<file path="config.mk">
export PLATFORM = sky130hd
export DESIGN_NAME = fpga_test_controller
export DESIGN_NICKNAME = d
export VERILOG_FILES = /design/src/rtl/fpga_test_pkg.sv /design/src/rtl/test_signature_match.sv /design/src/rtl/fpga_test_controller.sv
export SDC_FILE = /design/constraint.sdc
export NUM_CORES = 1
export LEC_CHECK = 0
export BUFFER_PORTS_ARGS = -buffer_cell sky130_fd_sc_hd__buf_4
export CORE_MARGIN = 2
export CORE_UTILIZATION = 32
export DETAILED_ROUTE_END_ITERATION = 12
export PLACE_DENSITY = 0.62
export SLEW_MARGIN = 0
export SYNTH_ARGS = -nofsm -noshare
export SYNTH_HDL_FRONTEND = slang
export SYNTH_SLANG_ARGS = --single-unit
export TNS_END_PERCENT = 10
</file>
<file path="constraint.sdc">
create_clock -name ph1 -period 2.4 [get_ports ph1]
set_input_delay 0.12 -clock ph1 [delete_from_list [all_inputs] [get_ports ph1]]
set_output_delay 0.12 -clock ph1 [all_outputs]
set_load 0.005 [all_outputs]
</file>
<file path="src/rtl/fpga_test_pkg.sv">
// Shared types and constants for the FPGA test controller: state encoding,
// LED bit positions and the per-state LED patterns.
package fpga_test_pkg;

  typedef enum logic [1:0] {
    HOLD = 2'b00,
    RUN  = 2'b01,
    PASS = 2'b10,
    FAIL = 2'b11
  } state_e;

  localparam int LED_RUN  = 3;
  localparam int LED_OK   = 2;
  localparam int LED_FAIL = 1;
  localparam int LED_PWR  = 0;

  localparam logic [3:0] LEDS_HOLD = 4'b0001;
  localparam logic [3:0] LEDS_RUN  = 4'b1001;
  localparam logic [3:0] LEDS_PASS = 4'b0101;
  localparam logic [3:0] LEDS_FAIL = 4'b0011;

  function automatic logic [3:0] led_pattern(input state_e st);
    case (st)
      RUN:     return LEDS_RUN;
      PASS:    return LEDS_PASS;
      FAIL:    return LEDS_FAIL;
      default: return LEDS_HOLD;
    endcase
  endfunction

endpackage

</file>
<file path="src/rtl/test_signature_match.sv">
// Combinational detector for the test program's completion signature write.
module test_signature_match #(
  parameter logic [31:0] PASS_ADDR = 32'h00000054,
  parameter logic [31:0] PASS_DATA = 32'h00000007
) (
  input  logic        memwrite_i,
  input  logic [31:0] dataadr_i,
  input  logic [31:0] writedata_i,
  output logic        hit_pass_o,
  output logic        hit_fail_o
);

  logic addr_hit;

  assign addr_hit   = memwrite_i && (dataadr_i == PASS_ADDR);
  assign hit_pass_o = addr_hit && (writedata_i == PASS_DATA);
  assign hit_fail_o = addr_hit && (writedata_i != PASS_DATA);

endmodule

</file>
<file path="src/rtl/fpga_test_controller.sv">
// Holds the MIPS core in reset, runs it, watches for the pass/fail signature
// and drives the status LEDs. Optional LED heartbeat: TESTCTL_BLINK_EN.
module fpga_test_controller
  import fpga_test_pkg::*;
#(
  parameter int          RESET_HOLD     = 16,
  parameter logic [31:0] TIMEOUT_CYCLES = 32'd1048576,
  parameter logic [31:0] PASS_ADDR      = 32'h00000054,
  parameter logic [31:0] PASS_DATA      = 32'h00000007,
  parameter int          BLINK_BITS     = 22
) (
  input  logic        ph1,
  input  logic        reset,
  input  logic        memwrite,
  input  logic [31:0] dataadr,
  input  logic [31:0] writedata,
  output logic        cpu_reset,
  output logic [3:0]  outputleds,
  output logic [31:0] cycles
);

  localparam int HW = (RESET_HOLD > 1) ? $clog2(RESET_HOLD) : 1;
  localparam logic [HW-1:0] HOLD_LAST = HW'(RESET_HOLD - 1);

  state_e          state_q, state_d;
  logic [HW-1:0]   hold_q, hold_d;
  logic [31:0]     cycles_q, cycles_d;
  logic [3:0]      led_q, led_d;
  logic            hit_pass, hit_fail;

  test_signature_match #(
    .PASS_ADDR (PASS_ADDR),
    .PASS_DATA (PASS_DATA)
  ) u_match (
    .memwrite_i  (memwrite),
    .dataadr_i   (dataadr),
    .writedata_i (writedata),
    .hit_pass_o  (hit_pass),
    .hit_fail_o  (hit_fail)
  );

  always_ff @(posedge ph1) begin
    if (reset) begin
      state_q  <= HOLD;
      hold_q   <= '0;
      cycles_q <= '0;
      led_q    <= LEDS_HOLD;
    end else begin
      state_q  <= state_d;
      hold_q   <= hold_d;
      cycles_q <= cycles_d;
      led_q    <= led_d;
    end
  end

  // Signature checks precede the timeout so a write on the timeout cycle wins.
  always_comb begin
    state_d  = state_q;
    hold_d   = hold_q;
    cycles_d = cycles_q;
    case (state_q)
      HOLD: begin
        if (hold_q == HOLD_LAST) begin
          hold_d  = '0;
          state_d = RUN;
        end else begin
          hold_d = hold_q + 1'b1;
        end
      end
      RUN: begin
        if (hit_pass) begin
          state_d = PASS;
        end else if (hit_fail) begin
          state_d = FAIL;
        end else if (cycles_q >= TIMEOUT_CYCLES) begin
          state_d = FAIL;
        end else if (cycles_q != 32'hFFFFFFFF) begin
          cycles_d = cycles_q + 32'd1;
        end
      end
      default: ;
    endcase
  end

`ifdef TESTCTL_BLINK_EN
  logic [BLINK_BITS-1:0] presc_q;

  always_ff @(posedge ph1) begin
    if (reset) presc_q <= '0;
    else       presc_q <= presc_q + 1'b1;
  end

  always_comb begin
    led_d = led_pattern(state_q);
    if (state_q == RUN) led_d[LED_RUN] = presc_q[BLINK_BITS-1];
  end
`else
  always_comb begin
    led_d = led_pattern(state_q);
  end
`endif

  assign cpu_reset  = reset | (state_q == HOLD);
  assign outputleds = led_q;
  assign cycles     = cycles_q;

endmodule
</file>
==> metrics.txt <==
Reg-to-Reg Start cycles[20]; crit end category register; starting density of the core between 30% and 40%; max-cap viol count 0; Total Nets Final 387; Static Leakage 1.107 nW; required time worst endpoint 2620 ps; cts hold-fix bufs 0; post-synth top area share 44.06%; routed len/inst 12.54 um; post-synthesis sequential element count 41; Critical path origin cycles[20]; yosys warns 0; gr ovfl total 0; Reg2Reg Depth 5; final number of hold-violating endpoints 0; Avg Inst Size Synth 8.706 sq um; TritonCTS clock tree built; Clock transition at path regs about 80 ps; Clock Skew 4.503 ps; via/cell ratio 5.013; Worst EP arrival between 2000 and 2500 ps; n_diodes 0; register area share after synthesis 44.06%; Post-DRT Antenna Nets 0; die area roughly 6400 sq um; top cells by area, synth dfxtp_1, a21oi_1, or4_1; largest net degree at the start of global routing 41; Synth Instances about 210; Final min period 2252 ps; HP Class in -> reg; filler cell count 545; maximum vdd drop 243.5 uV; wirelength, routed approximately 4900 um; global-route wire length before repair 8107 um; post-CTS setup buffers 0; Worst Setup Start Kind register; CTS H-Tree Depth 2; setup TNS 0 ps; # port buffers around 100; P per Cell Area 442.2 nW/um^2; fraction of layout cells with a size suffix above 1 between 30 and 40%; worst skew pair latency 280 ps; Tightest Pin Transition 886.1 ps; CTS resizes 0; crit share post-route 93.84%; Mapped Nets 284; max-slew violation count 0; WS Path Type reg -> reg; First-pass DRT Iterations 4; via count 1955; critical path peak fanout 13; CP endpoint cycles[17]; worst reg-to-reg setup slack 150 ps; core area 5574 sq um; Slew Limit Headroom around 40%; hpwl dp 3823 um; gpl congestion 0.7242; initial antenna violation count 0; CTS Buf Count 5; Netlist cell types 34; row count 27; outcome complete, no violations; GRT Overall Usage 15.70%; Post-Syn Area approximately 1900 sq um; RSZ-0062 raised after global routing false; Area growth, synth to finish 49.16%; Design Power approximately 0.0012 W; Initial DRC Count 43; clock tree sinks 41; number of global-route vias before repair 1832; die height 80.30 um; fmax 444.0 MHz; final setup vio count 0; Synth area leader dfxtp_1; Residual DRC 0; reg2reg end cycles[17]; Die X-Extent 80.30 um; CTS root buffer clkbuf_8; clock buffer depth 2; # IOs 104
cell families after synthesis:
| group | Yosys count | synth area share (%) |
|---|---|---|
| simple gates | 103 | 33.04 |
| compound gates | 46 | 14.84 |
| flops | 41 | 44.06 |
| buf+inv | 16 | 3.895 |
| fa+ha+maj | 3 | 2.015 |
| xor+xnor | 3 | 1.411 |
| other cells | 1 | 0.2013 |
| mux | 1 | 0.5373 |
power by group:
group          leakage (nW)  internal [W]  total [W]  switching (W)
registers             0.331      0.000684   0.000688     0.00000444
logic                 0.732     0.0000779   0.000110      0.0000326
clock network        0.0450      0.000202   0.000430       0.000228
metrics by stage:
stage               utilization (%)  cell area (sq um)  setup slack [ps]  instances  hold slack, ps
floorplan                         -               1863             262.1        214           321.6
global placement              48.37               2696             219.1        382           469.8
detailed placement            48.37               2696             148.6        382           471.0
CTS                           49.85               2779             138.5        390           242.6
global route                  49.85               2779             31.05        390           266.2
finish                        49.85               2779             147.9        390           233.7
worst min path at each step:
| stage | start | to | slack, ps | cells past startpoint |
|---|---|---|---|---|
| 2_1_floorplan | reset | outputleds[1] | 320 | 2 |
| 3_3_place_gp | cycles[23] | cycles[23] | 470 | 1 |
| 3_5_place_dp | cycles[23] | cycles[23] | 470 | 1 |
| 4_1_cts | reset | cycles[1] | 240 | 2 |
| 5_1_grt | reset | cycles[1] | 270 | 2 |
| 6_report | reset | cycles[1] | 230 | 2 |
Yosys cell counts (all sizes together):
| cell | instances |
|---|---|
| dfxtp | 41 |
| a21oi | 21 |
| nand2 | 14 |
| nor2 | 14 |
| or4 | 14 |
| nor4 | 12 |
| o31ai | 12 |
| nor2b | 11 |
| o21ai | 10 |
| nand3 | 9 |
| or3 | 9 |
| inv | 8 |
| nand4 | 8 |
| clkbuf | 5 |
| buf | 3 |
| ha | 3 |
| nor3 | 3 |
| nor4b | 3 |
| nand2b | 2 |
| nor4bb | 2 |
| xnor2 | 2 |
| a211oi | 1 |
| conb | 1 |
| mux2i | 1 |
| nand3b | 1 |
| o21ba | 1 |
| o311ai | 1 |
| or2 | 1 |
| xor2 | 1 |
flip-flops by register name (all words and copies together), names as in the netlist:
name,flops
outputleds,3
state_q,2
hold_q,4
cycles,32
cells in the final DEF (no fill, tap or decap), drive strengths merged:
cell type,n
a21oi,21
nand4,8
xor2,1
clkinv,2
or2,1
nor4,12
o21ai,10
a211oi,1
nor4bb,2
or3,9
nand3b,1
nor2b,11
dfxtp,41
xnor2,2
mux2i,1
ha,3
nand2b,2
buf,104
nor3,3
clkbuf,6
or4,14
inv,8
nor4b,3
nor2,14
o21ba,1
nand2,14
o31ai,12
o311ai,1
conb,1
nand3,9
cell type report:
type                       count  area [sq um]  share of cell area [%]
multi-input combinational    157         974.7                   35.07
sequential                    41         820.8                   29.54
timing repair buffer         104         780.7                   28.10
tap                           72         90.09                   3.242
clock buffer                   6         72.57                   2.611
inverter                       8         30.03                   1.081
clock inverter                 2         10.01                  0.3602
per-layer routing:
layer  GRT usage (%)  wire, um  up-vias
li1                -         -     1003
met1           20.37      2212      892
met2           25.67      2340       58
met3           3.933       303        2
met4           4.576        34        0
met5               0         0        -
critical path, stage by stage, from the launching register on:
cell,delay (ps)
dfxtp_1,330
or4_4,550
nor4_4,360
o31ai_2,250
or4_1,550
a21oi_1,140
Power figures use the tool's default switching activity.
